[src/rtl/display_scan_ctrl_if.sv]
// Load handshake between a value producer and the display scan controller.
interface display_scan_ctrl_if;
  logic        load_valid;
  logic [15:0] load_data;
  logic        load_ready;

  // Producer side: offers a new 4-digit BCD value.
  modport master (
    output load_valid,
    output load_data,
    input  load_ready
  );

  // Consumer side: the scan controller.
  modport slave (
    input  load_valid,
    input  load_data,
    output load_ready
  );
endinterface

[src/rtl/display_scan_ctrl.sv]
// Four-digit multiplexed 7-segment scan controller with double-buffered value
// and optional leading-zero blanking. Outputs are registered and active-low.
module display_scan_ctrl #(
  parameter int unsigned PRESCALE = 50000
) (
  input  logic                clk,
  input  logic                rst,
  input  logic                enable,
  input  logic                lz_blank,
  display_scan_ctrl_if.slave  load,
  output logic [3:0]          an,
  output logic [6:0]          seg,
  output logic                frame_done
);

  localparam int unsigned CntW = (PRESCALE > 1) ? $clog2(PRESCALE) : 1;
  localparam logic [CntW-1:0] CntMax = CntW'(PRESCALE - 1);

  localparam logic [0:0] StIdle = 1'b0;
  localparam logic [0:0] StScan = 1'b1;

  localparam logic [3:0] AnDark  = 4'b1111;
  localparam logic [6:0] SegDark = 7'b1111111;

  logic [0:0]      state_q, state_d;
  logic [CntW-1:0] cnt_q, cnt_d;
  logic [1:0]      idx_q, idx_d;
  logic [15:0]     active_q, active_d;
  logic [15:0]     pending_q, pending_d;
  logic            pfull_q, pfull_d;
  logic [3:0]      an_q, an_d;
  logic [6:0]      seg_q, seg_d;
  logic            frame_q, frame_d;
  logic            accept;
  logic            load_digit;

  // Segment pattern for digit k of val; blank covers non-BCD nibbles and leading zeros.
  function automatic logic [6:0] digit_seg(input logic [15:0] val, input logic [1:0] k,
                                           input logic lz);
    logic [3:0]  nib;
    logic [15:0] upper;
    logic [6:0]  pat;
    nib   = val[{k, 2'b00} +: 4];
    upper = val >> {k, 2'b00};
    unique case (nib)
      4'h0:    pat = 7'b0000001;
      4'h1:    pat = 7'b1001111;
      4'h2:    pat = 7'b0010010;
      4'h3:    pat = 7'b0000110;
      4'h4:    pat = 7'b1001100;
      4'h5:    pat = 7'b0100100;
      4'h6:    pat = 7'b0100000;
      4'h7:    pat = 7'b0001111;
      4'h8:    pat = 7'b0000000;
      4'h9:    pat = 7'b0000100;
      default: pat = SegDark;
    endcase
    // Digit 0 always shows so a zero value still displays "0".
    if (lz && (k != 2'd0) && (upper == 16'h0000)) begin
      pat = SegDark;
    end
    return pat;
  endfunction

  assign load.load_ready = !pfull_q;
  assign accept          = load.load_valid && !pfull_q;

  assign an         = an_q;
  assign seg        = seg_q;
  assign frame_done = frame_q;

  // Next-state: scan sequencing, buffer management and registered digit drive.
  always_comb begin
    state_d    = state_q;
    cnt_d      = cnt_q;
    idx_d      = idx_q;
    active_d   = active_q;
    pending_d  = pending_q;
    pfull_d    = pfull_q;
    an_d       = an_q;
    seg_d      = seg_q;
    frame_d    = 1'b0;
    load_digit = 1'b0;

    unique case (state_q)
      StIdle: begin
        an_d  = AnDark;
        seg_d = SegDark;
        cnt_d = '0;
        idx_d = 2'd0;
        if (pfull_q) begin
          active_d = pending_q;
          pfull_d  = 1'b0;
        end
        // Nothing is being scanned, so new data goes straight to the display buffer.
        if (accept) begin
          active_d = load.load_data;
        end
        if (enable) begin
          state_d    = StScan;
          load_digit = 1'b1;
        end
      end

      StScan: begin
        if (!enable) begin
          state_d = StIdle;
          cnt_d   = '0;
          idx_d   = 2'd0;
          an_d    = AnDark;
          seg_d   = SegDark;
          if (pfull_q) begin
            active_d = pending_q;
            pfull_d  = 1'b0;
          end
          // Leaving the scan: treat a same-edge load as an idle load.
          if (accept) begin
            active_d = load.load_data;
          end
        end else begin
          if (cnt_q == CntMax) begin
            cnt_d      = '0;
            idx_d      = idx_q + 2'd1;
            load_digit = 1'b1;
            // Swap buffers only between frames so a frame never mixes two values.
            if (idx_q == 2'd3) begin
              frame_d = 1'b1;
              if (pfull_q) begin
                active_d = pending_q;
                pfull_d  = 1'b0;
              end
            end
          end else begin
            cnt_d = cnt_q + 1'b1;
          end
          if (accept) begin
            pending_d = load.load_data;
            pfull_d   = 1'b1;
          end
        end
      end

      default: begin
        state_d = StIdle;
        an_d    = AnDark;
        seg_d   = SegDark;
      end
    endcase

    // Use active_d so the digit lit on a wrap edge already shows the new value.
    if (load_digit) begin
      an_d  = ~(4'b0001 << idx_d);
      seg_d = digit_seg(active_d, idx_d, lz_blank);
    end
  end

  // State registers; reset forces a dark display and empty buffers.
  always_ff @(posedge clk or posedge rst) begin
    if (rst) begin
      state_q   <= StIdle;
      cnt_q     <= '0;
      idx_q     <= 2'd0;
      active_q  <= 16'h0000;
      pending_q <= 16'h0000;
      pfull_q   <= 1'b0;
      an_q      <= AnDark;
      seg_q     <= SegDark;
      frame_q   <= 1'b0;
    end else begin
      state_q   <= state_d;
      cnt_q     <= cnt_d;
      idx_q     <= idx_d;
      active_q  <= active_d;
      pending_q <= pending_d;
      pfull_q   <= pfull_d;
      an_q      <= an_d;
      seg_q     <= seg_d;
      frame_q   <= frame_d;
    end
  end

endmodule
[src/flat_wrapper.sv]
// flat-port wrapper written by rule: the top's interface ports become plain ports
module display_scan_ctrl_flat 
#(
  parameter int unsigned PRESCALE = 50000
)
  (clk, rst, enable, lz_blank, an, seg, frame_done, load_load_valid, load_load_data, load_load_ready);
  display_scan_ctrl_if load_i ();
  input  logic clk;
  input  logic rst;
  input  logic enable;
  input  logic lz_blank;
  output logic [3:0] an;
  output logic [6:0] seg;
  output logic frame_done;
  input wire logic [$bits(load_i.load_valid)-1:0] load_load_valid;
  input wire logic [$bits(load_i.load_data)-1:0] load_load_data;
  output wire logic [$bits(load_i.load_ready)-1:0] load_load_ready;
  assign load_i.load_valid = load_load_valid;
  assign load_i.load_data = load_load_data;
  assign load_load_ready = load_i.load_ready;
  display_scan_ctrl #(.PRESCALE(PRESCALE)) u_core (.clk(clk), .rst(rst), .enable(enable), .lz_blank(lz_blank), .load(load_i), .an(an), .seg(seg), .frame_done(frame_done));
endmodule
[config.mk]
export PLATFORM = sky130hd
export DESIGN_NAME = display_scan_ctrl_flat
export DESIGN_NICKNAME = d
export VERILOG_FILES = /design/src/rtl/display_scan_ctrl_if.sv /design/src/rtl/display_scan_ctrl.sv /design/src/flat_wrapper.sv
export SDC_FILE = /design/constraint.sdc
export NUM_CORES = 1
export LEC_CHECK = 0
export ABC_AREA = 1
export BUFFER_PORTS_ARGS = -buffer_cell sky130_fd_sc_hd__buf_2
export CAP_MARGIN = 10
export CORE_MARGIN = 1.5
export CORE_UTILIZATION = 45
export CTS_BUF_LIST = sky130_fd_sc_hd__clkbuf_4 sky130_fd_sc_hd__clkbuf_8 sky130_fd_sc_hd__clkbuf_16
export DETAILED_ROUTE_END_ITERATION = 16
export PLACE_DENSITY_LB_ADDON = 0.1
export SLEW_MARGIN = 20
export SYNTH_ARGS = -nofsm -noshare
export SYNTH_HDL_FRONTEND = slang
export SYNTH_SLANG_ARGS = --single-unit
[constraint.sdc]
create_clock -name clk -period 2.4 [get_ports clk]
set_input_delay 0.24 -clock clk [delete_from_list [all_inputs] [get_ports clk]]
set_output_delay 0.24 -clock clk [all_outputs]
set_load 0.02 [all_outputs]
### Yosys cells after proc, flatten, opt, wreduce, memory -nomap -nowiden

Memories as Yosys holds them, arrays and structs flattened.
Cells that the tools add are included.

| word-level totals | value |
|---|---|
| register bits | 64 |
| bits in latches | 0 |
| RAM bits | 0 |
| bits in read-only memories | 112 |
| output and inout port bits | 13 |
| logic and storage cells | 62 |
| memories kept | 1 |

Memory list:

| memory | depth | bits a word | read ports | clocked after memory_dff | wr ports | RTL line | RTL |
|---|---|---|---|---|---|---|---|
| (no name shown) | 16 | 7 | 1 | 0 | 0 | display_scan_ctrl.sv:45 | `unique case (nib)` |

| operators by class | value |
|---|---|
| $add $sub $neg | 2 |
| $mul | 0 |
| divide/modulo/power cells | 0 |
| order comparisons | 0 |
| equality and inequality tests | 5 |
| shift-type cells | 3 |
| multiplexer cells | 32 |
| bitwise operators | 2 |
| reductions and logical operators | 8 |

Operators with widths:

| cell | number |
|---|---|
| 16-bit two-way mux | 7 |
| 16-bit one-hot mux with 2 select lines | 2 |
| 7-bit two-way mux | 3 |
| 16-bit by 1-bit adder with 16-bit output (second input constant) | 1 |
| 16-bit equality test (second input constant) | 1 |
| 16-bit zero test | 1 |
| 16-bit by 5-bit indexed part select with 4-bit output | 1 |
| 16-bit by 4-bit right shift with 16-bit output | 1 |
| 7-bit one-hot mux with 2 select lines | 1 |
| 1-bit two-way mux | 11 |
| 4-bit two-way mux | 2 |
| 4-bit inequality test (second input constant) | 2 |
| 4-bit one-hot mux with 2 select lines | 1 |
| 2-bit two-way mux | 2 |
| 4-bit inverter | 1 |
| 1-bit one-hot mux with 2 select lines | 2 |
| 2-bit one-hot mux with 2 select lines | 1 |
| 1-bit by 2-bit left shift with 4-bit output (first input constant) | 1 |
| 1-bit logical AND | 3 |
| 3-bit inequality test (second input constant) | 1 |
| 3-bit AND reduction | 1 |
| 2-bit by 1-bit adder with 2-bit output (second input constant) | 1 |
| 2-bit equality test (second input constant) | 1 |
| 2-bit AND reduction | 1 |
| 3 further kinds | 3 |

### Longest topological paths before layout

Gate-level depths: netlist of run 1.

| depth | value |
|---|---|
| depth in word-level cells | 10 |
| gate-level depth with buffers | 22 |

### Worst setup path before layout of run 1

No wires, ideal clock.

| path | value |
|---|---|
| kind | flip-flop to flip-flop |
| start point | reg u_core.cnt_q[0] |
| end point | reg u_core.seg_q[1], in the netlist u_core.seg[1] |
| arrival time | 2.515 ns |
| data required time | 2.333 ns |
| slack | -0.182 ns |
| stages on the path, launching flop included | 22 |
| clock period less this slack | 2.582 ns |
| cells stage by stage | dfrtp_1 -> ha_1 -> nand3_2 -> nor2_4 -> nand3_2 -> buf_6 -> a21oi_1 -> o21ai_0 -> nand2_1 -> inv_1 -> nand2_1 -> o21ai_0 -> nor2_1 -> ha_1 -> nand2_1 -> inv_1 -> nand3_1 -> nor2_2 -> nand2_1 -> nand2_2 -> nor2_1 -> nor2_1 |

| between the ends | value |
|---|---|
| longest elaborated chain between the ends | 9 |
| elaborated cells between the ends (all ways) | 20 |

Ends and longest elaborated chain:

| element | RTL line | RTL |
|---|---|---|
| from (decl) | display_scan_ctrl.sv:26 | `logic [CntW-1:0] cnt_q, cnt_d;` |
| from (signal assigned) | display_scan_ctrl.sv:171 | `cnt_q <= cnt_d;` |
| 16-bit equality test * | display_scan_ctrl.sv:121 | `if (cnt_q == CntMax) begin` |
| 16-bit two-way mux * | display_scan_ctrl.sv:121 |  |
| 16-bit two-way mux * | display_scan_ctrl.sv:106 | `if (!enable) begin` |
| 16-bit one-hot mux with 2 select lines * | display_scan_ctrl.sv:85 | `unique case (state_q)` |
| named net u_core.active_d[0] | display_scan_ctrl.sv:28 | `logic [15:0] active_q, active_d;` |
| parallel branches: the longest is 3 deep, another holds memory read 16 x 7 bit | n/a |  |
| 7-bit two-way mux * | display_scan_ctrl.sv:59 | `if (lz && (k != 2'd0) && (upper == 16'h0000)) begin` |
| 7-bit two-way mux * | display_scan_ctrl.sv:151 | `if (load_digit) begin` |
| to (signal assigned) | display_scan_ctrl.sv:167 | `seg_q <= SegDark;` |
| to (signal assigned) | display_scan_ctrl.sv:177 | `seg_q <= seg_d;` |
| to (decl) | display_scan_ctrl.sv:32 | `logic [6:0] seg_q, seg_d;` |

Mark *: on every way through the listed nets, which the timed path passes.
A chain may end at the register's enable or synchronous reset.

### Final worst setup path of run 1

| path | value |
|---|---|
| start point | reg u_core.cnt_q[6] |
| end point | reg u_core.seg_q[3], in the netlist u_core.seg[3] |

| between the ends | value |
|---|---|
| longest elaborated chain between the ends | 9 |
| elaborated cells between the ends (all ways) | 20 |

Ends and longest elaborated chain:

| element | RTL line |
|---|---|
| 16-bit equality test * | display_scan_ctrl.sv:121 |
| parallel branches: the longest is 8 deep, another holds memory read 16 x 7 bit | n/a |

Mark *: on every way between the ends.

==> results of run 1 <==
-- where the power goes --
group	internal [mW]	switching (mW)
clock network	0.527	0.421
logic	0.241	0.376
registers	1.21	0.0673
total	1.97	0.864
-- repair_timing --
action | CTS | global route
resized for setup | 39 | 12
setup endpoints to repair | 7 | 7
gates cloned | 0 | 0
endpoints found under the hold margin | 0 | 0
pin swaps | 24 | 6
setup buffers | 11 | 0
-- cell families (layout without fill, tap and decap cells) --
kind of cell / Yosys count / in the layout / synth area share
flip-flops: 64 / 64 / 0.422
multiplexers: 12 / 12 / 0.0340
adder cells (fa/ha/maj): 7 / 7 / 0.0229
buffers and inverters: 81 / 181 / 0.0875
AND/OR/NAND/NOR: 277 / 277 / 0.330
AO/OA/AOI/OAI: 68 / 68 / 0.104
-- cell usage in the layout, fill, tap and decap left out, types with 5 or more instances in the layout --
cell type / Yosys / final
inv_1: 60 / 57
nand2_2: 7 / 10
nand2_1: 135 / 130
nor2_2: 5 / 9
buf_6: 3 / 7
nand3_1: 41 / 32
buf_4: 0 / 58
nand2_4: 3 / 5
clkbuf_8: 0 / 10
dfstp_2: 11 / 11
inv_2: 6 / 9
mux2_2: 8 / 8
nand4_1: 7 / 7
a21oi_1: 18 / 11
dfrtp_1: 53 / 53
o21ai_0: 24 / 21
o211ai_1: 16 / 16
nor2_1: 62 / 54
nor2_4: 6 / 10
nand3_2: 2 / 9
a21oi_2: 1 / 7
buf_2: 7 / 33
-- critical path: stages (launching register included) --
cell     delay, ps
dfrtp_1        340
inv_1           60
buf_4          130
nor2_2          90
nand2_2         70
nor2_4         150
nand2_4         90
buf_6          140
nor2_4         110
nand2_1         80
nand3_2         90
nand2_2         90
a21oi_4        160
nor2_4          70
buf_6          120
ha_2           300
nand2_1         60
nand3_1         70
nand3_1         80
nor2_2          90
nor2_1          50
-- final timing paths --
check	from	endpoint	slack (ps)	depth (start not counted)
max in group asynchronous	rst	u_core.an[2]	1690	3
worst min-delay path	rst	u_core.pending_q[4]	8	2
worst max-delay path	u_core.cnt_q[6]	u_core.seg[3]	-110	20
worst min register to register	u_core.pending_q[6]	u_core.pending_q[6]	490	2
min in group clk	enable	u_core.state_q	50	1
worst max register to register	u_core.cnt_q[6]	u_core.seg[3]	-110	20
-- metrics by stage --
stage	cell area (um2)	utilization	TNS [ps]
after floorplan	3860	-	0
after global placement	4500	0.548	-1010
after detailed placement	4500	0.548	-1550
after CTS	4930	0.600	-561
after global routing	4970	0.605	-1920
final	4970	0.605	-482
-- per-layer routing --
layer,vias to the layer above,track usage,wire [um]
met1,1672,0.305,4580
met5,-,0,0
li1,1834,-,-
met2,76,0.369,4360
met4,0,0.0684,142
met3,14,0.0502,357
-- cell type report --
class,count,area (um2),area share
Tap cell,105,131,0.0264
Timing Repair Buffer,99,699,0.141
Clock inverter,4,45.0,0.00907
Inverter,66,248,0.0499
Clock buffer,12,153,0.0307
Multi-Input combinational cell,364,2080,0.418
Sequential cell,64,1620,0.325
-- state kept, by name, indices dropped and copies added, names as in the netlist --
name and count:
u_core.frame_done 1, u_core.state_q 1, u_core.pfull_q 1, u_core.pending_q 16, u_core.idx_q 2, u_core.seg 7
u_core.an 4, u_core.active_q 16, u_core.cnt_q 16
==> run metrics, run 1 <==
status complete, but fails checks; failing checks setup timing; RSZ-0062 raised after global routing yes; Worst Setup Path Type reg -> reg; # rows 33; TritonCTS clock tree yes; largest area contributor in the netlist dfrtp_1; largest net degree at the start of global routing 34; number of global-route vias before repair ~3500; Slew Viols, Final 0; clk_lat worst skew between 300 and 400 ps; fraction of registers with async set/reset 1.00; Vias 3596; IO Pins 34; Final nets 632; Syn Nets between 500 and 600; DP Cell Count 687; n_diodes 0; die span in y 95.3 um; share of the synthesized area in the top cell type 0.346; clock buffer depth 2; Avg Inst Size Synth 7.53 um2; Synth Warn # 0; share of layout cells above drive strength 1 0.342; dpl ws -258 ps; skew final approximately 15 ps; CP startpoint kind flop; Slew headroom 0.519; initial antenna violation count 0; clock transition at the registers of the reported paths 80 ps; Pwr Total 2.84 mW; initial DRC count 159; Antenna Violating Nets Remaining 0; hpwl dp just under 7 mm; fill count 764; Initial DRT Pass Iterations 5; hold slack ~8.5 ps; Max Fclk between 300 and 400 MHz; Initial Util 0.466; final WL 9.44 mm; Worst Path Required around 2700 ps; Final Hold Fails 0; maximum VDD drop 0.339 mV; final std cells w/o fill 714; most frequent cells after synthesis nand2_1 (135), nor2_1 (62), inv_1 (60), dfrtp_1 (53), nand3_1 (41); dominant cell by count in the synthesized netlist nand2_1; gr usage total 0.228; clock sinks 64; die area 0.00908 mm2; Crit Path Max Fanout 3; H-tree depth 3; Hold Buf Count CTS 0; Seq/Total Area, Yosys 0.422; post-layout min period 2510 ps; Vias per Instance around 5.0; I/O Buffers 33; Clock Root Buffer clkbuf_8; ys flop type dfrtp_1; Post-synth EDFFs 0; WL/cell 13.2 um; HP Class in -> async; GP Congestion 0.889; nature of the critical path endpoint flop; LEAKAGE ~2.4 nW; ranking of synthesized cells by area dfrtp_1 (35%), nand2_1 (13%), dfstp_2 (7.5%); maxcap violations 0; Area growth, synth to finish 29.7%; Final Cycle Share 1.04; Syn Std Cell Area 0.00383 mm2; Setup-failing EPs final 6; setup ws final -106 ps; DRC 0; gr ovfl total 0; PwrDens about 570 mW/mm2; core area just over 0.008 mm2; Arr. time, crit path about 2800 ps; Post-Synthesis Cells around 510; Die W around 95 um; worst slew pin tran 721 ps; first-pass GRT wire length 15.9 mm; synth unique cells 35; FF+latch count, synth 64; CTS Buf Count 9
Power figures use the tool's default switching activity.
==> run 2: changes to the inputs <==
--- a/config.mk
+++ b/config.mk
@@ -12,7 +12,7 @@
 export CORE_UTILIZATION = 45
 export CTS_BUF_LIST = sky130_fd_sc_hd__clkbuf_4 sky130_fd_sc_hd__clkbuf_8 sky130_fd_sc_hd__clkbuf_16
 export DETAILED_ROUTE_END_ITERATION = 16
-export PLACE_DENSITY_LB_ADDON = 0.1
+export PLACE_DENSITY = 0.65
 export SLEW_MARGIN = 20
 export SYNTH_ARGS = -nofsm -noshare
 export SYNTH_HDL_FRONTEND = slang
==> constraint.sdc (replaced) <==
create_clock -name clk -period 2 [get_ports clk]
set_input_delay 0.2 -clock clk [delete_from_list [all_inputs] [get_ports clk]]
set_output_delay 0.2 -clock clk [all_outputs]
set_load 0.02 [all_outputs]
==> run 2 against run 1 <==
  * The run still ends with setup timing left
  * Clock-buffer cell count shrank 1
  * Non-clock buffer count rose by 25
  * Clock skew is 4.9 ps lower
  * Setup slack lost 500 ps
  * Routed wire length up 8.8%
  * Critical path depth down 3
  * Sequential share of layout area decreased by 1.8 points
  * Power rose by 26%
  * Cell count up 3.4%
  * Combinational power up 31%
  * Sequential power grew 20%
  * Sequential cell count unchanged
==> run metrics, run 2 (same netlist as run 1, synthesis figures left out) <==
GP Congestion 0.883; Setup-failing EPs final 8; maxcap violations 0; number of global-route vias before repair 3670; Final Cycle Share 1.30; clock buffer depth 2; CTS Buf Count 9; gr usage total 0.241; Final nets 657; final std cells w/o fill 738; WL/cell about 14 um; status complete, but fails checks; core area 0.00822 mm2; Slew Viols, Final 0; Placed Area 0.00462 mm2; crit path max-delay cell type dfrtp_1; DRC 0; Clock Root Buffer clkbuf_8; H-tree depth 3; FF+latch area 0.00162 mm2; hold slack roughly 79 ps; post-layout instance area around 0.0053 mm2; post-layout min period about 2600 ps; clock sinks 64; DP Cell Count around 700; Slew headroom 0.650; die span in y 95.3 um; Comb pwr share 0.226; Die W 95.3 um; commonest non-fill, non-tap cell in the layout nand2_1; Final Hold Fails 0; fill count 719; Net Sw Power 1.07 mW; clock transition at the registers of the reported paths 70 ps; Switching Share 0.300; first-pass GRT wire length 17.0 mm; cells along the critical path ha_4, nand3_4, nor2_4, nand3_4, buf_12, clkbuf_16, o21ai_1, nand2_2, o21ai_2, nor2_4, buf_4, ha_1, nand2_1, nand3_1, nand3_1, nor2_1, nor2_1; Antenna Violating Nets Remaining 0; setup TNS -4280 ps; CP startpoint kind flop; initial antenna violation count 0; nature of the critical path endpoint flop; Max Fclk approximately 380 MHz; IO Pins 34; gr ovfl total 0; Area growth, synth to finish 37.3%; die area just over 0.009 mm2; Clk pwr share 0.346; Reg power frac 0.428; TritonCTS clock tree yes; PwrDens 679 mW/mm2; slowest stage delay, CP around 400 ps; maximum VDD drop 0.396 mV; setup ws final -605 ps; n_diodes 0; Worst Path Required 2270 ps; Initial Util 0.466; Worst Setup Path Type reg -> reg; Multi-input gate area 0.00213 mm2; Initial DRT Pass Iterations 6; Arr. time, crit path 2880 ps; Pint 2.50 mW; Crit Path Max Fanout 6; RSZ-0062 raised after global routing yes; HP Class in -> reg; I/O Buffers 33; # rows 33; Vias 3795; final WL 10.3 mm; initial DRC count a little under 200; failing checks setup timing; biggest registers after layout u_core.active_q (16), u_core.cnt_q (16), u_core.pending_q (16); largest net degree at the start of global routing 43; Vias per Instance around 5.1; final core utilization 0.640; dpl ws -545 ps; skew final 9.86 ps; leading cell types in the layout, fill and taps excluded nand2_1 (120), buf_4 (83), inv_1 (53), dfrtp_1 (53), nor2_1 (48); share of layout cells above drive strength 1 0.393; hpwl dp 7.10 mm; Pwr Total roughly 3.6 mW; clk_lat worst skew around 340 ps; worst slew pin tran 525 ps; LEAKAGE 2.54 nW
[run 2: changes by cell type in the layout (fill, tap and decap cells not counted), moves of 3 or more]
cell,delta
buf_4,+25
nand2_2,+11
nand2_1,-10
nor2_1,-6
buf_6,-5
inv_1,-4
nor2_2,+4
buf_12,+3
inv_2,+3
[run 2: power by group through the flow]
stage	clock [mW]	combinational, mW	sequential [mW]
2_1_floorplan	0	0.483	1.55
6_report	1.24	0.808	1.53
3_3_place_gp	0	0.716	1.54
4_1_cts	1.26	0.760	1.53
5_1_grt	1.31	0.917	1.54
3_5_place_dp	0	0.732	1.55
[run 2: layer usage]
metal	vias up	track usage	routed length, um
li1	1877	-	-
met1	1820	0.317	4640
met2	80	0.406	5100
met3	18	0.0431	393
met4	0	0.0634	138
met5	-	0	0
[run 2: area by class of cell]
cell class	instances	share of cell area
clock buffer	11	0.0264
clock inverter	4	0.0133
sequential	64	0.307
timing repair buffer	124	0.176
tap	105	0.0250
inverter	66	0.0476
multi-input combinational	364	0.405
[run 2: final timing paths]
kind                       slack [ps]  cells after the start                 from                  end
setup / recovery                 -600                     17      u_core.cnt_q[1]        u_core.seg[3]
hold / removal                     80                      2               enable       u_core.state_q
setup reg to reg                 -600                     17      u_core.cnt_q[1]        u_core.seg[3]
hold reg to reg                   490                      2  u_core.pending_q[8]  u_core.pending_q[8]
max in group asynchronous         870                      4                  rst        u_core.seg[3]
min in group asynchronous         440                      3                  rst    u_core.frame_done
[run 2: critical path: cells and delay by family (launching register included)]
| kind | cells | cell delay [ps] |
|---|---|---|
| AOI/OAI and AO/OA | 2 | 340 |
| adders and majority gates | 2 | 450 |
| buffers and inverters | 3 | 420 |
| DFF | 1 | 410 |
| and+or+nand+nor | 10 | 930 |
[run 2: timing repair]
item,4_1_cts,5_1_grt
gates resized for setup,20,48
hold buffers,1,0
pin swaps,10,33
gates cloned,0,1
setup buffers,9,10
hold endpoints to repair,20,0
endpoints found under the setup margin,7,16
==> run 3: changes to the inputs <==
--- a/config.mk
+++ b/config.mk
@@ -8,11 +8,14 @@
 export ABC_AREA = 1
 export BUFFER_PORTS_ARGS = -buffer_cell sky130_fd_sc_hd__buf_2
 export CAP_MARGIN = 10
+export CELL_PAD_IN_SITES_DETAIL_PLACEMENT = 0
+export CELL_PAD_IN_SITES_GLOBAL_PLACEMENT = 1
 export CORE_MARGIN = 1.5
-export CORE_UTILIZATION = 45
+export CORE_UTILIZATION = 40
 export CTS_BUF_LIST = sky130_fd_sc_hd__clkbuf_4 sky130_fd_sc_hd__clkbuf_8 sky130_fd_sc_hd__clkbuf_16
 export DETAILED_ROUTE_END_ITERATION = 16
-export PLACE_DENSITY = 0.65
+export GPL_TIMING_DRIVEN = 0
+export PLACE_DENSITY_LB_ADDON = 0.1
 export SLEW_MARGIN = 20
 export SYNTH_ARGS = -nofsm -noshare
 export SYNTH_HDL_FRONTEND = slang
==> run 3 against run 2 <==
  * The flow still finishes with violations (setup timing)
  * Critical path depth did not move
  * Maximum frequency shrank 3.2%
  * Routed wire length up 1.6%
  * Final area shrank 2.5%
  * Critical path type unchanged
  * Largest power group unchanged
  * Highest routed layer unchanged
==> run metrics, run 3 (same netlist as run 1, synthesis figures left out) <==
initial antenna violation count 0; HP Class in -> reg; Die W 101 um; DRC 0; skew final 9.99 ps; number of global-route vias before repair between 3000 and 4000; GP Congestion 0.801; Post-Route M1 WL 5.05 mm; commonest non-fill, non-tap cell in the layout nand2_1; dpl ws -967 ps; Max Fclk roughly 370 MHz; FF+latch area 0.00162 mm2; TritonCTS clock tree yes; Vias around 3600; clk_lat worst skew 340 ps; Antenna Violating Nets Remaining 0; biggest registers after layout u_core.active_q (16), u_core.cnt_q (16), u_core.pending_q (16); Final Cycle Share 1.35; LEAKAGE about 2.4 nW; DR top layer met4; WL met3 424 um; share of layout cells above drive strength 1 0.380; nature of the critical path endpoint flop; Initial Util 0.413; I/O Buffers 33; largest net degree at the start of global routing 43; failing checks setup timing; setup TNS -4610 ps; final std cells w/o fill between 700 and 800; leading cell types in the layout, fill and taps excluded nand2_1 (120), dfrtp_1 (51), inv_1 (50); Crit Path Max Fanout 5; fill count roughly 920; Clock Root Buffer clkbuf_8; die area just over 0.01 mm2; first-pass GRT wire length 17.1 mm; hpwl dp 7.20 mm; RSZ-0062 raised after global routing yes; clock sinks 64; maximum VDD drop 0.324 mV; maxcap violations 0; worst slew pin tran 399 ps; WL/cell 14.2 um; Initial DRT Pass Iterations 5; CTS Buf Count 9; clock transition at the registers of the reported paths 70 ps; Multi-input gate area approximately 0.0022 mm2; Worst Setup Path Type reg -> reg; metal2 WL around 4.9 mm; PwrDens around 700 mW/mm2; IO Pins 34; status complete, but fails checks; gr ovfl total 0; initial DRC count 159; DP Cell Count between 600 and 700; core area a little over 0.009 mm2; post-layout min period between 2000 and 3000 ps; Placed Area around 0.0042 mm2; setup ws final -692 ps; H-tree depth 3; final WL 10.4 mm; Slew headroom 0.734; gr usage total 0.216; Vias per Instance slightly below 5; Arr. time, crit path 2970 ps; Final Hold Fails 0; die span in y 101 um; Slew Viols, Final 0; clock buffer depth 2; Final nets 631; Worst Path Required 2280 ps; Area growth, synth to finish 33.9%; Setup-failing EPs final 7; CP startpoint kind flop; post-layout instance area 0.00513 mm2; n_diodes 0; # rows 35
-- run 3: changes by cell type in the layout (fill, tap and decap cells not counted), sizes merged --
cell	before	now
clkinv	2	1
inv	66	65
dlygate4sd3	1	2
clkbuf	12	20
buf	122	90
bufinv	2	1
clkinvlp	0	1
-- run 3: cell type report --
type | instances | share of cell area
multi-input combinational | 364 | 0.423
buffer | 15 | 0.0217
sequential | 64 | 0.315
timing repair buffer | 83 | 0.114
clock inverter | 2 | 0.00683
tap | 129 | 0.0315
clock buffer | 14 | 0.0363
inverter | 66 | 0.0515
-- run 3: path summary, 6_finish.rpt --
| path | endpoint | slack, ps | startpoint | depth (start not counted) |
|---|---|---|---|---|
| hold / removal | u_core.pending_q[15] | 100 | load_load_data[15] | 2 |
| max in group asynchronous | u_core.an[2] | 1040 | rst | 4 |
| hold reg to reg | u_core.pending_q[9] | 490 | u_core.pending_q[9] | 2 |
| setup / recovery | u_core.seg[5] | -690 | u_core.cnt_q[1] | 17 |
| min in group asynchronous | u_core.active_q[1] | 370 | rst | 3 |
| setup reg to reg | u_core.seg[5] | -690 | u_core.cnt_q[1] | 17 |
-- run 3: critical path, stage by stage (launching register included) --
cell,delay [ps]
dfrtp_1,400
ha_4,170
nand3_4,110
nor2_4,170
nand3_4,120
buf_6,160
buf_4,130
o21ai_2,120
nand2_2,90
o21ai_4,170
nor2_4,80
buf_6,130
buf_4,130
ha_1,290
nand2_2,80
nand3_1,90
nor2_2,110
nor2_1,50
-- run 3: where the power goes --
part           switching (mW)  internal, mW
combinational           0.497         0.336
clock                   0.520         0.725
sequential             0.0749          1.45
-- run 3: through the flow --
step	hold slack, ps	utilization	total power, mW
6_report	97.9	0.553	3.60
5_1_grt	96.1	0.553	3.80
4_1_cts	83.0	0.519	3.55
3_5_place_dp	190	0.455	2.22
3_3_place_gp	352	0.451	2.20
2_1_floorplan	231	-	2.03
-- run 3: layer usage --
| metal | vias to the layer above | track usage |
|---|---|---|
| met5 | - | 0 |
| met4 | 0 | 0.0553 |
| met3 | 10 | 0.0368 |
| met2 | 73 | 0.349 |
| met1 | 1703 | 0.302 |
| li1 | 1829 | - |
-- run 3: what timing repair did --
item	4_1_cts	5_1_grt
pin swaps	26	30
setup endpoints to repair	44	35
setup buffers	28	19
hold buffers	2	0
endpoints found under the hold margin	21	0
resized for setup	44	59
gates cloned	1	0
